**src/rtl/cdemux3_credit_5b.sv**
```systemverilog
// 1-to-3 credit-gated token demux on the drive/free pulse handshake.
// Tokens with credit on their port are forwarded the cycle after capture; others wait in S_HOLD.
module cdemux3_credit_5b #(
  parameter int DW          = 5,
  parameter int CW          = 2,
  parameter int CREDIT_MAX  = 3,
  parameter int INIT_CREDIT = 1
) (
  input  logic          clk,
  input  logic          rstn,
  input  logic          i_drive,
  input  logic [DW-1:0] i_data,
  input  logic [1:0]    i_sel,
  output logic          o_free,
  output logic          o_drive0,
  output logic          o_drive1,
  output logic          o_drive2,
  output logic [DW-1:0] o_data0,
  output logic [DW-1:0] o_data1,
  output logic [DW-1:0] o_data2,
  input  logic          i_free0,
  input  logic          i_free1,
  input  logic          i_free2,
  output logic          o_busy,
  output logic          o_err
);

  typedef enum logic [1:0] {
    S_INIT = 2'd0,
    S_IDLE = 2'd1,
    S_HOLD = 2'd2
  } state_t;

  state_t          state_r;
  state_t          next_state_s;
  logic [DW-1:0]   data_r;
  logic [1:0]      sel_r;
  logic [CW-1:0]   credit_r [3];
  logic [CW-1:0]   credit_next_s [3];
  logic [2:0]      free_in_s;
  logic            dispatch_s;
  logic [1:0]      disp_sel_s;
  logic [DW-1:0]   disp_data_s;
  logic [2:0]      disp_vec_s;
  logic            capture_s;
  logic            illegal_s;
  logic            proto_err_s;
  logic            sat_err_s;
  logic            free_pulse_s;

  logic            free_r;
  logic [2:0]      drive_r;
  logic [DW-1:0]   data0_r;
  logic [DW-1:0]   data1_r;
  logic [DW-1:0]   data2_r;
  logic            busy_r;
  logic            err_r;

  function automatic logic has_credit(input logic [1:0] sel, input logic [CW-1:0] c0,
                                      input logic [CW-1:0] c1, input logic [CW-1:0] c2);
    case (sel)
      2'd0:    has_credit = (c0 != {CW{1'b0}});
      2'd1:    has_credit = (c1 != {CW{1'b0}});
      2'd2:    has_credit = (c2 != {CW{1'b0}});
      default: has_credit = 1'b0;
    endcase
  endfunction

  assign free_in_s = {i_free2, i_free1, i_free0};

  // State register
  always_ff @(posedge clk or negedge rstn) begin
    if (!rstn) begin
      state_r <= S_INIT;
    end else begin
      state_r <= next_state_s;
    end
  end

  // Next-state decode
  always_comb begin
    next_state_s = state_r;
    case (state_r)
      S_INIT: next_state_s = S_IDLE;
      S_IDLE: begin
        if (i_drive && (i_sel != 2'd3) &&
            !has_credit(i_sel, credit_r[0], credit_r[1], credit_r[2])) begin
          next_state_s = S_HOLD;
        end else begin
          next_state_s = S_IDLE;
        end
      end
      S_HOLD: begin
        if (has_credit(sel_r, credit_r[0], credit_r[1], credit_r[2])) begin
          next_state_s = S_IDLE;
        end else begin
          next_state_s = S_HOLD;
        end
      end
      default: next_state_s = S_INIT;
    endcase
  end

  // Output decode: dispatch, capture, upstream credit and protocol errors
  always_comb begin
    dispatch_s   = 1'b0;
    disp_sel_s   = sel_r;
    disp_data_s  = data_r;
    capture_s    = 1'b0;
    illegal_s    = 1'b0;
    proto_err_s  = 1'b0;
    free_pulse_s = 1'b0;
    case (state_r)
      S_INIT: begin
        free_pulse_s = 1'b1;
        proto_err_s  = i_drive;
      end
      S_IDLE: begin
        if (i_drive) begin
          capture_s = 1'b1;
          if (i_sel == 2'd3) begin
            illegal_s    = 1'b1;
            free_pulse_s = 1'b1;
          end else if (has_credit(i_sel, credit_r[0], credit_r[1], credit_r[2])) begin
            dispatch_s   = 1'b1;
            disp_sel_s   = i_sel;
            disp_data_s  = i_data;
            free_pulse_s = 1'b1;
          end else begin
            dispatch_s = 1'b0;
          end
        end else begin
          capture_s = 1'b0;
        end
      end
      S_HOLD: begin
        proto_err_s = i_drive;
        if (has_credit(sel_r, credit_r[0], credit_r[1], credit_r[2])) begin
          dispatch_s   = 1'b1;
          free_pulse_s = 1'b1;
        end else begin
          dispatch_s = 1'b0;
        end
      end
      default: begin
        dispatch_s = 1'b0;
      end
    endcase
  end

  // One-hot port strobe for the dispatch decision
  always_comb begin
    disp_vec_s = 3'b000;
    if (dispatch_s) begin
      case (disp_sel_s)
        2'd0:    disp_vec_s = 3'b001;
        2'd1:    disp_vec_s = 3'b010;
        2'd2:    disp_vec_s = 3'b100;
        default: disp_vec_s = 3'b000;
      endcase
    end else begin
      disp_vec_s = 3'b000;
    end
  end

  // Credit arithmetic: a free and a dispatch on the same port cancel; frees saturate at CREDIT_MAX
  always_comb begin
    sat_err_s = 1'b0;
    for (int n = 0; n < 3; n++) begin
      if (free_in_s[n] && !disp_vec_s[n]) begin
        if (credit_r[n] == CW'(CREDIT_MAX)) begin
          credit_next_s[n] = credit_r[n];
          sat_err_s        = 1'b1;
        end else begin
          credit_next_s[n] = credit_r[n] + CW'(1);
        end
      end else if (!free_in_s[n] && disp_vec_s[n]) begin
        credit_next_s[n] = credit_r[n] - CW'(1);
      end else begin
        credit_next_s[n] = credit_r[n];
      end
    end
  end

  // Credit counters and held token
  always_ff @(posedge clk or negedge rstn) begin
    if (!rstn) begin
      for (int n = 0; n < 3; n++) begin
        credit_r[n] <= CW'(INIT_CREDIT);
      end
      data_r <= {DW{1'b0}};
      sel_r  <= 2'd0;
    end else begin
      for (int n = 0; n < 3; n++) begin
        credit_r[n] <= credit_next_s[n];
      end
      if (capture_s) begin
        data_r <= i_data;
        sel_r  <= i_sel;
      end
    end
  end

  // Registered outputs; port data registers only move on their own delivery
  always_ff @(posedge clk or negedge rstn) begin
    if (!rstn) begin
      free_r  <= 1'b0;
      drive_r <= 3'b000;
      data0_r <= {DW{1'b0}};
      data1_r <= {DW{1'b0}};
      data2_r <= {DW{1'b0}};
      busy_r  <= 1'b0;
      err_r   <= 1'b0;
    end else begin
      free_r  <= free_pulse_s;
      drive_r <= disp_vec_s;
      if (disp_vec_s[0]) data0_r <= disp_data_s;
      if (disp_vec_s[1]) data1_r <= disp_data_s;
      if (disp_vec_s[2]) data2_r <= disp_data_s;
      busy_r  <= (next_state_s == S_HOLD);
      err_r   <= err_r | proto_err_s | illegal_s | sat_err_s;
    end
  end

  assign o_free   = free_r;
  assign o_drive0 = drive_r[0];
  assign o_drive1 = drive_r[1];
  assign o_drive2 = drive_r[2];
  assign o_data0  = data0_r;
  assign o_data1  = data1_r;
  assign o_data2  = data2_r;
  assign o_busy   = busy_r;
  assign o_err    = err_r;

endmodule
```
**config.mk**
```make
export PLATFORM = sky130hd
export DESIGN_NAME = cdemux3_credit_5b
export DESIGN_NICKNAME = d
export VERILOG_FILES = /design/src/rtl/cdemux3_credit_5b.sv
export SDC_FILE = /design/constraint.sdc
export NUM_CORES = 1
export LEC_CHECK = 0
export ABC_AREA = 1
export CELL_PAD_IN_SITES_DETAIL_PLACEMENT = 1
export CELL_PAD_IN_SITES_GLOBAL_PLACEMENT = 1
export CORE_MARGIN = 2
export CORE_UTILIZATION = 34
export CTS_BUF_LIST = sky130_fd_sc_hd__clkbuf_16
export DETAILED_ROUTE_END_ITERATION = 10
export GPL_TIMING_DRIVEN = 0
export PLACE_DENSITY = 0.85
export SLEW_MARGIN = 10
export SYNTH_ARGS = -nofsm -noshare
export SYNTH_HDL_FRONTEND = slang
export SYNTH_SLANG_ARGS = --single-unit
```
**constraint.sdc**
```tcl
create_clock -name clk -period 1.65 [get_ports clk]
set_input_delay 0.165 -clock clk [delete_from_list [all_inputs] [get_ports clk]]
set_output_delay 0.165 -clock clk [all_outputs]
set_load 0.1 [all_outputs]
```
==> flow_summary.ini, run 1 <==
[run_status]
status = complete, but fails checks
violations = negative setup slack

[worst_setup_path]
regToRegEndpoint = credit_r[5]
crit_path_capture = credit_r[5]
cpMaxStageDelayCell = sky130_fd_sc_hd__dfrtp_1
cp_data_required_time_ns = 1.81
end_kind = flip-flop
r2r-start = state_r[1]
critPathLaunch = state_r[1]
timing.critical_path.cells = inv_2 -> ha_4 -> nand2_8 -> nor2_4 -> nand2_4 -> a21boi_4 -> buf_12 -> nand3_4 -> nand2_2 -> nand2_1 -> o21ai_0 -> nand2_1
rrSetupSlack_ns = -0.27
r2r_cells = 12
cp_slowest_stage_delay_ns = 0.39
critical-path-top-cell-by-count = sky130_fd_sc_hd__nand2_1
cp_max_fo = 8
arrival_time_of_the_worst_setup_path_ns = 2.09
crit_path_start_kind = flip-flop
worst-setup-path-type = reg2reg

[finish]
filler_cell_count = 587
fin_nets = 318
post_route_cells_drive_above_1_share_pct = 37.7
synthToLayoutAreaGrowth_pct = 55.6
n_antenna_cell = 0
final_cell_area_um2 = 2880

[global_route]
grt_max_degree = 30
grt-ovfl-total = 0
grt_total_usage_pct = 19.5
antenna_found_initial = 0
grt_pass1_vias = 1914
grt_first_pass_wirelength_um = 9220

[power_and_ir_drop]
power.ir.vdd_worst_mv = 1.61
power.density_nw_per_um2 = 2070
comb_power_share_pct = 59.8
power.leakage_nw = 1.51
power.net_switching_w = 0.00321
design_power_total_w = 0.00596
swShare_pct = 53.8
internal_power_w = 0.00276
power_frac_clock_pct = 15.2
sequentialPowerShare_pct = 25.1

[detailed_routing]
drt_iter0_drc = 65
routed_via_density = 4.98
detailed_route_via_count = 1852
detail-route-antenna-nets = 0
totalWireLength_um = 6170
drt_drc_violations_left = 0
wire_per_inst_um = 16.6
drtPass1Iterations = 4

[clock_tree]
tritoncts.num_buffers = 5
cts_tree = built
cts.sink_count = 36
cts_htree_levels = 2
clock_tree.root_cell = sky130_fd_sc_hd__clkbuf_16
clkSlewWorstSetupHoldPaths_ns = 0.05
max-clock-path-buffers = 2
clock_insertion_delay_worst_skew_ns = 0.28

[yosys]
synth.largest_area_cell = sky130_fd_sc_hd__dfrtp_1
synth_largest_type_area_fraction_pct = 44.6
syn-instance-count = 236
synth_nets = 253
netlist_top_cells_area = sky130_fd_sc_hd__dfrtp_1, sky130_fd_sc_hd__nand2_1, sky130_fd_sc_hd__inv_1
postSynthAreaPerCell_um2 = 7.85
postSynthRegisterBits = 36
netlist-cell-type-count = 24
syn_area_um2 = 1850
synth-seq-area-share_pct = 48.9
synth-warning-count = 0

[timing]
report.final.hold_viol_count = 0
max_clock_freq_ghz = 0.520
post-route-worst-setup-slack_ns = -0.275
worst_clock_skew_ns = 0.00702
slew-limit-headroom_pct = 36.3
timing_worst_slew_pin_value_ns = 0.960
rsz_0062_raised_after_global_routing = yes
timing.final.max_slew_violations = 0
finalCritPeriodShare_pct = 117
finalSetupViolCount = 25
final_period_minus_worst_setup_slack_ns = 1.92

[floorplan]
die_w_um = 77.8
num_io_pins = 34
initial_utilization_pct = 35.8
design.die.area_um2 = 6050
fp.coreArea_um2 = 5170
num_rows = 26
die_height_um = 77.8

[worst_hold_path]
hold_path.class = in2async

[placement]
io_buffer_count = 33
gp_congestion = 0.772
hpwl_um = 3540
place_ws_ns = -0.536
detailed_place.area_um2 = 2340

[run]
number_of_maximum_capacitance_violations = 0
-- worst min-delay path by stage --
stage,startpoint,end,slack [ns],depth (start not counted)
floorplan,rstn,credit_r[1],-0.13,0
global placement,o_data1[4],o_data1[4],0.46,2
detailed placement,rstn,credit_r[3],0.04,1
CTS,rstn,credit_r[3],0.28,2
global route,rstn,state_r[1],0.29,2
finish,rstn,state_r[1],0.27,2
-- per-layer routing --
metal	global-route usage [%]	share of wire [%]
met5	0	0
met4	4.82	2.0
met3	3.84	3.6
met2	35.6	54
met1	23.2	41
-- cell type report --
| type | count | area, µm² | area share [%] |
|---|---|---|---|
| buffer | 2 | 8.76 | 0.304 |
| tap | 70 | 87.6 | 3.04 |
| timing repair buffer | 57 | 527 | 18.3 |
| clock inverter | 3 | 11.3 | 0.391 |
| sequential | 36 | 905 | 31.4 |
| inverter | 31 | 131 | 4.56 |
| clock buffer | 5 | 125 | 4.34 |
| multi-input combinational | 168 | 1090 | 37.7 |
-- stage by stage --
step | TNS (ns) | instances | hold slack [ns] | utilization, %
6_report | -3.57 | 372 | 0.274 | 55.7
5_1_grt | -5.90 | 372 | 0.290 | 55.7
4_1_cts | -1.70 | 365 | 0.278 | 52.6
3_5_place_dp | -10.61 | 340 | 0.0380 | 45.2
3_3_place_gp | -25.28 | 339 | 0.462 | 44.9
2_1_floorplan | -0.106 | 236 | -0.131 | -
-- worst max-delay path: cells and delay by family (launching register included) --
kind            cells  cell delay (ns)
simple gates        7             0.76
flops               1             0.39
compound gates      2             0.26
buf+inv             2             0.23
fa+ha+maj           1             0.17
-- power groups by stage --
| stage | logic, W | clock network [W] | registers, W |
|---|---|---|---|
| floorplan | 0.000978 | 0 | 0.00277 |
| detailed placement | 0.00299 | 0 | 0.00148 |
| CTS | 0.00323 | 0.000914 | 0.00146 |
| finish | 0.00356 | 0.000905 | 0.00150 |
| global route | 0.00379 | 0.000957 | 0.00153 |
| global placement | 0.00293 | 0 | 0.00147 |
-- cell families (layout without fill, tap and decap cells) --
group                    Yosys count  count (layout)  share of synthesized area (%)
AND/OR/NAND/NOR                  140             141                           34.1
adder cells (fa/ha/maj)            4               4                           2.70
flip-flops                        36              36                           48.9
AO/OA/AOI/OAI                     23              23                           7.30
buffers and inverters             33              98                           7.03
-- cell usage after synthesis, drive strengths merged --
cell,number
nand4,3
a21oi,6
nor2,12
inv,29
nand2,108
dfrtp,33
a211o,1
clkinv,2
a21boi,1
nand3,16
clkbuf,2
nand3b,1
ha,4
dfstp,3
o21a,1
o21ai,14
-- flip-flops by register name, summed over array words and instances, names as in the netlist --
signal    cells
drive_r       3
state_r       2
o_data0       5
o_data2       5
o_data1       5
o_free        1
o_busy        1
data_r        5
credit_r      6
sel_r         2
o_err         1
-- layout by cell type (no fill, tap or decap), types with 4 or more instances in the layout --
master,synthesis,final
sky130_fd_sc_hd__dlygate4sd2_1,0,5
sky130_fd_sc_hd__clkbuf_16,0,5
sky130_fd_sc_hd__clkdlybuf4s15_1,0,4
sky130_fd_sc_hd__dfrtp_1,33,33
sky130_fd_sc_hd__nand3_1,11,7
sky130_fd_sc_hd__nor2_1,10,8
sky130_fd_sc_hd__nand3_4,1,6
sky130_fd_sc_hd__inv_2,4,5
sky130_fd_sc_hd__o21ai_1,0,4
sky130_fd_sc_hd__clkbuf_2,0,7
sky130_fd_sc_hd__nor2_4,1,4
sky130_fd_sc_hd__o21ai_0,14,7
sky130_fd_sc_hd__buf_6,0,4
sky130_fd_sc_hd__a21oi_1,6,5
sky130_fd_sc_hd__nand2_2,4,26
sky130_fd_sc_hd__clkdlybuf4s50_1,0,10
sky130_fd_sc_hd__clkdlybuf4s15_2,0,6
sky130_fd_sc_hd__nand3_2,4,4
sky130_fd_sc_hd__inv_1,25,23
sky130_fd_sc_hd__nand2_1,101,69
sky130_fd_sc_hd__nand2_4,3,12
sky130_fd_sc_hd__buf_4,0,16
-- timing repair --
action	CTS	global route
hold endpoints to repair	7	0
hold buffers	1	0
buffers inserted	15	7
cloned	1	0
setup endpoints to repair	46	34
gates resized for setup	73	51
pin swaps	15	17
Power figures use the tool's default switching activity.
==> run 2: changes to the inputs <==
--- a/config.mk
+++ b/config.mk
@@ -14,6 +14,7 @@
 export DETAILED_ROUTE_END_ITERATION = 10
 export GPL_TIMING_DRIVEN = 0
 export PLACE_DENSITY = 0.85
+export RECOVER_POWER = 100
 export SLEW_MARGIN = 10
 export SYNTH_ARGS = -nofsm -noshare
 export SYNTH_HDL_FRONTEND = slang
==> run 2 against run 1 <==
Compared with the run above:
- the run still ends with negative setup slack left
- routed wire length up 0.13%
- fmax about the same
- sequential power about the same
- combinational power about the same
- power about the same
- non-clock buffer count unchanged
- design area down 0.56%
- core utilization down 0.31 points
- sequential share of layout area up 0.18 points
- worst setup slack worse by 0.0015 ns
- first-iteration DRC count up 1.5%
==> flow_summary.ini, run 2 (same netlist as run 1, synthesis figures left out) <==
[worst_setup_path]
cp_slowest_stage_delay_ns = 0.39
timing.critical_path.cells = inv_2 -> ha_4 -> nand2_8 -> nor2_4 -> nand2_4 -> a21boi_4 -> buf_12 -> nand3_4 -> nand2_2 -> nand2_1 -> o21ai_0 -> nand2_1
worst-setup-path-type = reg2reg
critical-path-top-cell-by-count = sky130_fd_sc_hd__nand2_1
cpMaxStageDelayCell = sky130_fd_sc_hd__dfrtp_1
arrival_time_of_the_worst_setup_path_ns = 2.09
critical-path-top-delay-family = simple AND/OR/NAND/NOR gates
regToRegEndpoint = credit_r[5]
crit_path_start_kind = flip-flop
critical_path_buf_inv_count = 2
r2r-start = state_r[1]
cp_data_required_time_ns = 1.81
rrSetupSlack_ns = -0.28
r2r_cells = 12
end_kind = flip-flop
cp_max_fo = 8

[finish]
synthToLayoutAreaGrowth_pct = 54.7
n_antenna_cell = 0
fin_nets = 318
post_route_cells_drive_above_1_share_pct = 37.4
final_cell_area_um2 = 2870
finalCoreUtilization_pct = 55.4
final_common_cell = sky130_fd_sc_hd__nand2_1
finish.cell_count_without_fillers = 372
registers.top_by_ff_count = credit_r
layout_common_cells = sky130_fd_sc_hd__nand2_1, sky130_fd_sc_hd__dfrtp_1, sky130_fd_sc_hd__nand2_2
largest_reg_flops = 6

[timing]
report.final.hold_viol_count = 0
rsz_0062_raised_after_global_routing = yes
finalCritPeriodShare_pct = 117
final_period_minus_worst_setup_slack_ns = 1.93
max_clock_freq_ghz = 0.519
post-route-worst-setup-slack_ns = -0.276
finalSetupViolCount = 25
timing.final.max_slew_violations = 0
timing_worst_slew_pin_value_ns = 0.959
worst_clock_skew_ns = 0.00695
slew-limit-headroom_pct = 36.3
timing.setup.tns_ns = -3.57

[run]
number_of_maximum_capacitance_violations = 0

[floorplan]
die_height_um = 77.8
fp.coreArea_um2 = 5170
num_rows = 26
initial_utilization_pct = 35.8
die_w_um = 77.8
num_io_pins = 34
design.die.area_um2 = 6050

[clock_tree]
cts.sink_count = 36
clock_tree.root_cell = sky130_fd_sc_hd__clkbuf_16
tritoncts.num_buffers = 5
cts_tree = built
cts_htree_levels = 2
clkSlewWorstSetupHoldPaths_ns = 0.05
clock_insertion_delay_worst_skew_ns = 0.28
max-clock-path-buffers = 2

[global_route]
grt_total_usage_pct = 19.5
antenna_found_initial = 0
grt_max_degree = 30
grt_pass1_vias = 1914
grt-ovfl-total = 0
grt_first_pass_wirelength_um = 9220

[worst_hold_path]
hold_path.class = in2async

[run_status]
violations = negative setup slack
status = complete, but fails checks

[placement]
detailed_place.area_um2 = 2340
placedCellCount = 340
place_ws_ns = -0.536
gp_congestion = 0.772
hpwl_um = 3540
io_buffer_count = 33

[detailed_routing]
totalWireLength_um = 6180
routed_via_density = 4.98
detailed_route_via_count = 1854
drt_iter0_drc = 66
detail-route-antenna-nets = 0
drtPass1Iterations = 4
drt_drc_violations_left = 0
wire_per_inst_um = 16.6

[power_and_ir_drop]
power.leakage_nw = 1.50
power.density_nw_per_um2 = 2080
power.ir.vdd_worst_mv = 1.61
[run 2: cell count changes in the layout (fill, tap and decap cells not counted), sizes merged]
cell    before  now
clkbuf      13   15
buf         25   23
[run 2: layout make-up]
type	count	area, µm²
plain buffers	2	8.76
clock buffers	5	125
clock inverters	3	11.3
fillers	589	2310
inverters	31	131
multi-input cells	168	1090
flip-flops and latches	36	905
well taps	70	87.6
repair buffers	57	510
[run 2: how the worst max path moves through the flow]
stage,start,endpoint,slack (ns),cells past startpoint
after floorplan,credit_r[0],credit_r[5],-0.06,11
after global placement,rstn,o_data0[3],-0.47,1
after detailed placement,i_sel[1],credit_r[5],-0.54,12
after CTS,credit_r[4],credit_r[5],-0.17,12
after global routing,state_r[1],credit_r[5],-0.41,12
final,state_r[1],credit_r[5],-0.28,12
[run 2: metrics by stage]
stage | total power, W | hold WS [ns]
5_1_grt | 0.00627 | 0.384
4_1_cts | 0.00561 | 0.278
3_3_place_gp | 0.00440 | 0.462
3_5_place_dp | 0.00447 | 0.0380
2_1_floorplan | 0.00375 | -0.131
6_report | 0.00596 | 0.341
[run 2: what timing repair did]
item	in CTS	in global routing
cloned	1	0
hold buffers	1	0
endpoints found under the setup margin	46	34
pin swaps	15	17
buffers inserted	15	7
hold endpoints to repair	7	0
resized for setup	73	51
[run 2: power breakdown]
part	switching, W	internal [W]	leakage (nW)	total [W]
combinational	0.00259	0.000965	0.986	0.00356
clock	0.000363	0.000544	0.0701	0.000906
sequential	0.000251	0.00124	0.441	0.00150
total	0.00321	0.00275	1.50	0.00596
[run 2: layer usage]
layer | part of all wire (%) | GRT usage (%) | up-vias
met5 | 0 | 0 | -
li1 | - | - | 865
met4 | 2.0 | 4.82 | 0
met3 | 3.5 | 3.84 | 15
met2 | 54 | 35.6 | 46
met1 | 41 | 23.2 | 928
==> run 3: changes to the inputs <==
--- a/config.mk
+++ b/config.mk
@@ -6,14 +6,13 @@
 export NUM_CORES = 1
 export LEC_CHECK = 0
 export ABC_AREA = 1
-export CELL_PAD_IN_SITES_DETAIL_PLACEMENT = 1
-export CELL_PAD_IN_SITES_GLOBAL_PLACEMENT = 1
+export CORE_ASPECT_RATIO = 1.75
 export CORE_MARGIN = 2
-export CORE_UTILIZATION = 34
+export CORE_UTILIZATION = 47
 export CTS_BUF_LIST = sky130_fd_sc_hd__clkbuf_16
 export DETAILED_ROUTE_END_ITERATION = 10
 export GPL_TIMING_DRIVEN = 0
-export PLACE_DENSITY = 0.85
+export PLACE_DENSITY = 0.86
 export RECOVER_POWER = 100
 export SLEW_MARGIN = 10
 export SYNTH_ARGS = -nofsm -noshare
==> run 3 against run 2 <==
Compared with the run above:
- the flow still finishes with violations (negative setup slack)
- worst setup slack improved by 0.017 ns
- clock power fell by 2.2%
- global-route usage rose by 6.3 points
- sequential share of layout area fell by 1.1 points
- via count rose by 2.8%
- design area rose by 3.8%
- first-iteration DRC count did not move
- sequential cell count did not move
- largest cell class unchanged
- largest power group unchanged
- highest routed layer unchanged
==> flow_summary.ini, run 3 (same netlist as run 1, synthesis figures left out) <==
[power_and_ir_drop]
sequentialPowerShare_pct = 24.7
power.density_nw_per_um2 = 2030
power.ir.vdd_worst_mv = 2.40
power_frac_clock_pct = 14.7
internal_power_w = 0.00283
power.leakage_nw = 1.56
power.net_switching_w = 0.00322
comb_power_share_pct = 60.7
swShare_pct = 53.2

[floorplan]
num_io_pins = 34
initial_utilization_pct = 48.4
fp.coreArea_um2 = 3830
num_rows = 30
die_height_um = 87.0
design.die.area_um2 = 4480
die_w_um = 51.5

[worst_setup_path]
arrival_time_of_the_worst_setup_path_ns = 2.07
cp_data_required_time_ns = 1.81
crit_path_start_kind = flip-flop
rrSetupSlack_ns = -0.26
worst-setup-path-type = reg2reg
timing.critical_path.cells = inv_2 -> nand2_4 -> nand2_2 -> nand3_4 -> buf_4 -> nand2_2 -> nand2_4 -> nand3_4 -> nor2_4 -> nand2_2 -> nand2_1 -> nand2_1
cp_max_fo = 8
cp_slowest_stage_delay_ns = 0.55
cpMaxStageDelayCell = sky130_fd_sc_hd__dfstp_2
end_kind = flip-flop
critical-path-top-cell-by-count = sky130_fd_sc_hd__nand2_2

[detailed_routing]
detail-route-antenna-nets = 0
drtPass1Iterations = 4
wire_per_inst_um = 16.4
detailed_route_via_count = 1905
totalWireLength_um = 5980
routed_via_density = 5.23
drt_iter0_drc = 66
drt_drc_violations_left = 0

[timing]
max_clock_freq_ghz = 0.524
finalCritPeriodShare_pct = 116
finalSetupViolCount = 25
report.final.hold_viol_count = 0
timing.final.max_slew_violations = 0
post-route-worst-setup-slack_ns = -0.260
timing_worst_slew_pin_value_ns = 0.953
worst_clock_skew_ns = 0.00819
rsz_0062_raised_after_global_routing = yes
final_period_minus_worst_setup_slack_ns = 1.91
slew-limit-headroom_pct = 36.7

[clock_tree]
clkSlewWorstSetupHoldPaths_ns = 0.05
cts_htree_levels = 2
max-clock-path-buffers = 2
cts_tree = built
clock_tree.root_cell = sky130_fd_sc_hd__clkbuf_16
clock_insertion_delay_worst_skew_ns = 0.28
tritoncts.num_buffers = 5
cts.sink_count = 36

[run_status]
violations = negative setup slack
status = complete, but fails checks

[run]
number_of_maximum_capacitance_violations = 0

[finish]
n_antenna_cell = 0
largest_reg_flops = 6
layout_common_cells = sky130_fd_sc_hd__nand2_1, sky130_fd_sc_hd__dfrtp_1, sky130_fd_sc_hd__buf_4
registers.top_by_ff_count = credit_r
fin_nets = 333
finalCoreUtilization_pct = 77.6
final_common_cell = sky130_fd_sc_hd__nand2_1
synthToLayoutAreaGrowth_pct = 60.5
filler_cell_count = 235
post_route_cells_drive_above_1_share_pct = 38.9

[global_route]
grt-ovfl-total = 0
grt_pass1_vias = 1869
grt_max_degree = 37
antenna_found_initial = 0
grt_total_usage_pct = 25.7
grt_first_pass_wirelength_um = 8570

[worst_hold_path]
hold_path.class = in2reg

[placement]
io_buffer_count = 33
gp_congestion = 0.889
hpwl_um = 2970
place_ws_ns = -0.484
run 3: final timing paths:
check	from	depth (start not counted)	endpoint
min in group asynchronous	rstn	2	drive_r[2]
max in group asynchronous	rstn	2	state_r[1]
hold reg to reg	o_data1[3]	2	o_data1[3]
hold / removal	i_data[2]	3	data_r[2]
setup / recovery	credit_r[4]	12	credit_r[5]
setup reg to reg	credit_r[4]	12	credit_r[5]
run 3: critical path: cells and delay by family, from the launching register on:
kind | cells | cell delay, ns
AND/OR/NAND/NOR | 10 | 1.04
flip-flops | 1 | 0.55
buffers and inverters | 2 | 0.19
run 3: per-layer routing:
| layer | GRT usage (%) | wire length, µm | vias up |
|---|---|---|---|
| met4 | 9.57 | 274 | 0 |
| met3 | 3.09 | 258 | 26 |
| met2 | 48.0 | 3280 | 65 |
| li1 | - | - | 895 |
| met1 | 28.9 | 2160 | 919 |
| met5 | 0 | 0 | - |
run 3: per-stage QoR:
step	power, W	setup TNS [ns]	cell area, µm²	std cells	hold WS, ns
after floorplan	0.00375	-0.106	1900	236	-0.131
after global placement	0.00439	-20.53	2290	317	0.463
after detailed placement	0.00444	-9.60	2290	317	0.292
after CTS	0.00571	-2.20	2810	352	0.452
after global routing	0.00630	-6.12	2970	364	0.500
final	0.00604	-4.28	2970	364	0.474
run 3: layout make-up:
type | instances | area [µm²] | share of cell area [%]
tap | 48 | 60.1 | 2.02
buffer | 2 | 8.76 | 0.295
multi-input combinational | 168 | 1080 | 36.3
inverter | 31 | 136 | 4.59
clock inverter | 2 | 8.76 | 0.295
clock buffer | 5 | 125 | 4.21
timing repair buffer | 72 | 651 | 21.9
sequential | 36 | 905 | 30.4
run 3: power by group through the flow:
stage	Clock [W]	Combinational, W	Sequential [W]
2_1_floorplan	0	0.000978	0.00277
3_3_place_gp	0	0.00292	0.00147
3_5_place_dp	0	0.00296	0.00148
4_1_cts	0.000888	0.00337	0.00145
5_1_grt	0.000919	0.00386	0.00152
6_report	0.000886	0.00367	0.00149
run 3: repair_timing:
item / in CTS / in global routing
resized for setup: 84 / 40
buffers inserted: 26 / 13
cloned: 1 / 0
pin swaps: 22 / 14
endpoints found under the setup margin: 46 / 40
hold buffers: 1 / 0
endpoints found under the hold margin: 15 / 0
